File: src/rtl/bank_reg_sb.sv
// bank_reg_sb: 2-read / 2-write register file with a per-register pending-load scoreboard.
// Latency: reads are combinational; writes and busy updates appear the cycle after the writing edge.
// Backpressure: none. Decode stalls on busy1/busy2; the bank itself always accepts writes and marks.
//
// Build option: BANKREG_BYPASS_EN forwards same-cycle write data and load-return busy clears
// straight to the read ports. Without it, reads show registered state only.
//
// Ports:
//   CLK, rst             clock; asynchronous active-high reset
//   A1/RD1/busy1         read port 1: address, data, scoreboard bit
//   A2/RD2/busy2         read port 2: address, data, scoreboard bit
//   PCplus               PC+8, returned for reads of PC_IDX
//   WE3/A3/WD3           ALU write port
//   WEL/AL/WDL           load-return write port; also clears busy[AL]
//   mark/mark_a          load issued: sets busy[mark_a]
//   busy_any             OR of all registered busy bits
//   conflict             one-cycle pulse: both write ports hit the same non-PC address last edge
module bank_reg_sb #(
   parameter int DATA_W = 32,
   parameter int ADDR_W = 4,
   parameter int PC_IDX = 15
) (
   input  logic              CLK,
   input  logic              rst,
   input  logic [ADDR_W-1:0] A1,
   input  logic [ADDR_W-1:0] A2,
   output logic [DATA_W-1:0] RD1,
   output logic [DATA_W-1:0] RD2,
   output logic              busy1,
   output logic              busy2,
   input  logic [DATA_W-1:0] PCplus,
   input  logic              WE3,
   input  logic [ADDR_W-1:0] A3,
   input  logic [DATA_W-1:0] WD3,
   input  logic              WEL,
   input  logic [ADDR_W-1:0] AL,
   input  logic [DATA_W-1:0] WDL,
   input  logic              mark,
   input  logic [ADDR_W-1:0] mark_a,
   output logic              busy_any,
   output logic              conflict
);

   localparam int              NREG = 1 << ADDR_W;
   localparam logic [ADDR_W-1:0] PC_A = ADDR_W'(PC_IDX);

   // The PC_IDX slot exists in the array only to keep indexing simple; it is never
   // written after reset and never read out (reads of PC_IDX return PCplus).
   logic [DATA_W-1:0] regs [NREG];
   logic [NREG-1:0]   busy;
   logic [NREG-1:0]   busy_nxt;

   logic ld_wr;
   logic alu_hit;
   logic alu_wr;

   assign ld_wr   = WEL && (AL != PC_A);
   assign alu_hit = WE3 && (A3 != PC_A);
   // Load return wins a same-address collision; the ALU data is dropped.
   assign alu_wr  = alu_hit && !(ld_wr && (AL == A3));

   // Clear first, then set, so a same-cycle mark on the returning address keeps the bit high.
   always_comb begin
      busy_nxt = busy;
      if (ld_wr)
         busy_nxt[AL] = 1'b0;
      if (mark && (mark_a != PC_A))
         busy_nxt[mark_a] = 1'b1;
   end

   always_ff @(posedge CLK or posedge rst) begin
      if (rst) begin
         for (int i = 0; i < NREG; i++)
            regs[i] <= '0;
         busy     <= '0;
         conflict <= 1'b0;
      end else begin
         if (alu_wr)
            regs[A3] <= WD3;
         if (ld_wr)
            regs[AL] <= WDL;
         busy     <= busy_nxt;
         conflict <= alu_hit && ld_wr && (A3 == AL);
      end
   end

   assign busy_any = |busy;

   // Read port 1
   always_comb begin
      RD1   = regs[A1];
      busy1 = busy[A1];
      if (A1 == PC_A) begin
         RD1   = PCplus;
         busy1 = 1'b0;
      end
`ifdef BANKREG_BYPASS_EN
      // Forwarding is suppressed while reset holds the bank, since those writes never land.
      else if (!rst) begin
         if (ld_wr && (AL == A1))
            RD1 = WDL;
         else if (alu_hit && (A3 == A1))
            RD1 = WD3;
         if (ld_wr && (AL == A1) && !(mark && (mark_a == A1)))
            busy1 = 1'b0;
      end
`endif
   end

   // Read port 2
   always_comb begin
      RD2   = regs[A2];
      busy2 = busy[A2];
      if (A2 == PC_A) begin
         RD2   = PCplus;
         busy2 = 1'b0;
      end
`ifdef BANKREG_BYPASS_EN
      else if (!rst) begin
         if (ld_wr && (AL == A2))
            RD2 = WDL;
         else if (alu_hit && (A3 == A2))
            RD2 = WD3;
         if (ld_wr && (AL == A2) && !(mark && (mark_a == A2)))
            busy2 = 1'b0;
      end
`endif
   end

endmodule
File: config.mk
export PLATFORM = sky130hd
export DESIGN_NAME = bank_reg_sb
export DESIGN_NICKNAME = d
export VERILOG_FILES = /design/src/rtl/bank_reg_sb.sv
export SDC_FILE = /design/constraint.sdc
export NUM_CORES = 2
export LEC_CHECK = 0
export BUFFER_PORTS_ARGS = -buffer_cell sky130_fd_sc_hd__buf_4
export CORE_MARGIN = 1.5
export CORE_UTILIZATION = 46
export CTS_CLUSTER_DIAMETER = 60
export DETAILED_ROUTE_END_ITERATION = 10
export PLACE_DENSITY = 0.65
export SYNTH_ARGS = -nofsm -noshare
export SYNTH_HDL_FRONTEND = slang
export SYNTH_SLANG_ARGS = --single-unit
File: constraint.sdc
create_clock -name CLK -period 15.7 [get_ports CLK]
set_clock_uncertainty 0.05 [all_clocks]
set_input_delay 2.355 -clock CLK [delete_from_list [all_inputs] [get_ports CLK]]
set_output_delay 2.355 -clock CLK [all_outputs]
set_load 0.005 [all_outputs]
==> out/qor.yml <==
outcome:
  status: "finished clean"
sta:
  fmax_mhz: 122
  final_max_slew_viol_count: 0
  hold_violations: 0
  holdWs_ps: 377
  setup_violations: 0
  post-route-period-util: 0.523
  setup-tns-final_ps: 0
  worst_pin_slew_ps: 1260
  layout_min_cycle_time_ps: 8210
  rsz0062_at_grt: "false"
  slew_headroom: 0.157
hold_path:
  hold_class: "reg -> reg"
clock_tree:
  cts-root-buf: "clkbuf_16"
  post_cts_resized: 0
  clk_latency_ps: 630
  cts_buffers: 59
  cts_buffer_depth: 3
  postCtsSetupBuffers: 0
  cts_tree: "built"
  path_clk_slew_ps: 50
  htreeDepth: 2
  hold_buffers: 0
  clock_sinks: 497
finish:
  drive_gt1_frac: 0.314
  finalNetCount: 3625
  multi_input_area_sq_um: 18900
  final_cell_mix: "nand2_1 (787), dfrtp_1 (497), nor2_1 (487)"
  layout_commonest_cell: "nand2_1"
  n_fill_cell: 6532
  area_delta_synth_final_pct: 9.36
  seq_area_sq_um: 12400
  final_util: 0.510
setup_path:
  start_kind: "input pin"
  path_class: "in -> out"
  crit_path_end_kind: "output pin"
  arrival_ps: 5810
  cp_data_required_time_ps: 13300
  worst-path-max-fanout: 55
run:
  drv_cap: 0
detailed_routing:
  wire_per_inst_um: 29.2
  detail-route-antenna-nets: 0
  avgViaCountPerCell: 6.62
  drc: 0
  routed_wl_mm: 131
  vias: 29800
  drtIter0Drc: 4165
  first_pass_iters: 7
logic_synthesis:
  synthCells: 3583
  ys_types: 41
  syn_area_sq_um: 33400
  synth-main-ff-cell: "dfrtp_1"
  syn_nets: 3704
  ys_seq_elements: 497
  ys_async_sr_fraction: 1.00
  yosys_warnings: 0
  syn_avg_cell_area_sq_um: 9.32
  seq_area_frac_synth: 0.373
  synth_edf_count: 0
die:
  die_h_um: 272
  die_width_um: 272
  fp.dieArea_sq_um: 74200
  start_util: 0.466
  rows: 98
  ios: 189
  placeableCoreArea_sq_um: 71600
global_routing:
  grt_first_pass_wirelength_mm: 192
  grt_start_max_net_pins: 158
  antenna_found_initial: 15
  grt_pass1_vias: 28700
  track_usage: 0.351
  overflow: 0
power:
  p_int_uw: 3180
  switchingPower_uw: 1460
  p_seq_frac: 0.409
  clkPwrFrac: 0.320
  peakVddDrop_mv: 0.0848
  leakage_uw: 0.0147
  power_density_nw_per_um2: 127
  netSwitchingFraction: 0.315
  comb_power_share: 0.271
placement:
  gp_congestion: 0.837
  io_buffers: 188
  place_hpwl_mm: 71.0
-- registers in the layout, summed over array words and instances (netlist names) --
| register | count |
|---|---|
| regs | 480 |
| busy | 16 |
| conflict | 1 |
-- power by group through the flow --
stage,Clock (uW),Sequential (uW),Combinational (uW)
floorplan,0,1820,953
global placement,0,1890,1220
detailed placement,0,1900,1250
CTS,1490,1880,1250
global route,1540,1930,1360
finish,1480,1900,1260
-- worst max-delay path, cell delays in order --
cell	delay (ps)
clkbuf_8	470
buf_4	930
nand2b_2	550
buf_4	470
o22ai_1	140
nand2_1	90
o21ai_0	90
a21oi_1	400
buf_4	190
-- per-stage QoR --
step	cells	instance area, sq um	setup WS, ps	power [uW]
finish	4506	36500	7490	4650
global route	4505	36500	7360	4830
CTS	4496	36500	7630	4630
detailed placement	4393	34400	7640	3150
global placement	4393	34400	7640	3110
floorplan	3583	33400	6550	2770
-- per-layer routing --
layer	vias up	routed length (um)	global-route usage
li1	12500	-	-
met1	14700	50900	0.470
met2	2082	58900	0.531
met3	482	14600	0.0848
met4	12	6960	0.180
met5	-	67	0
-- worst paths after layout --
path                            from         to  slack, ps  cells past startpoint
setup / recovery               A1[1]     RD1[5]       7490                      9
hold / removal              busy[15]   busy[15]        380                      0
setup reg to reg           regs[395]  regs[395]      14850                      2
hold reg to reg             busy[15]   busy[15]        380                      0
max in group asynchronous        rst  regs[297]      11540                      4
min in group asynchronous        rst  regs[280]       1820                      2
-- Yosys cell counts (22+ instances only) --
cell type  count  area (sq um)
nand2_1      799          3000
dfrtp_1      497         12400
nor2_1       487          1830
a31oi_1      215          1350
clkbuf_1     208           781
a31oi_2      203          2540
nand2_2      203          1270
mux4_2       202          4550
a21oi_1      189           946
mux2_2       128          1440
o22ai_1      128           801
buf_2        109           546
o21ai_0       72           360
buf_6         23           259
buf_12        22           440
-- area by class of cell --
cell class	count	share of cell area
Antenna cell	10	0.000685
Clock buffer	86	0.0477
Clock inverter	17	0.00840
Timing Repair Buffer	240	0.0511
Tap cell	950	0.0326
Multi-Input combinational cell	2702	0.518
Inverter	4	0.000583
Sequential cell	497	0.341
-- kinds of logic (layout without fill, tap and decap cells) --
| kind of cell | after synthesis | after routing | share of synthesized area |
|---|---|---|---|
| AND/OR/NAND/NOR | 1524 | 1524 | 0.189 |
| AO/OA/AOI/OAI | 845 | 845 | 0.194 |
| flip-flops | 497 | 497 | 0.373 |
| buffers and inverters | 384 | 347 | 0.0639 |
| multiplexers | 330 | 330 | 0.179 |
| XOR/XNOR | 3 | 3 | 0.000787 |
| other | 0 | 10 | 0 |
Power figures use the tool's default switching activity.
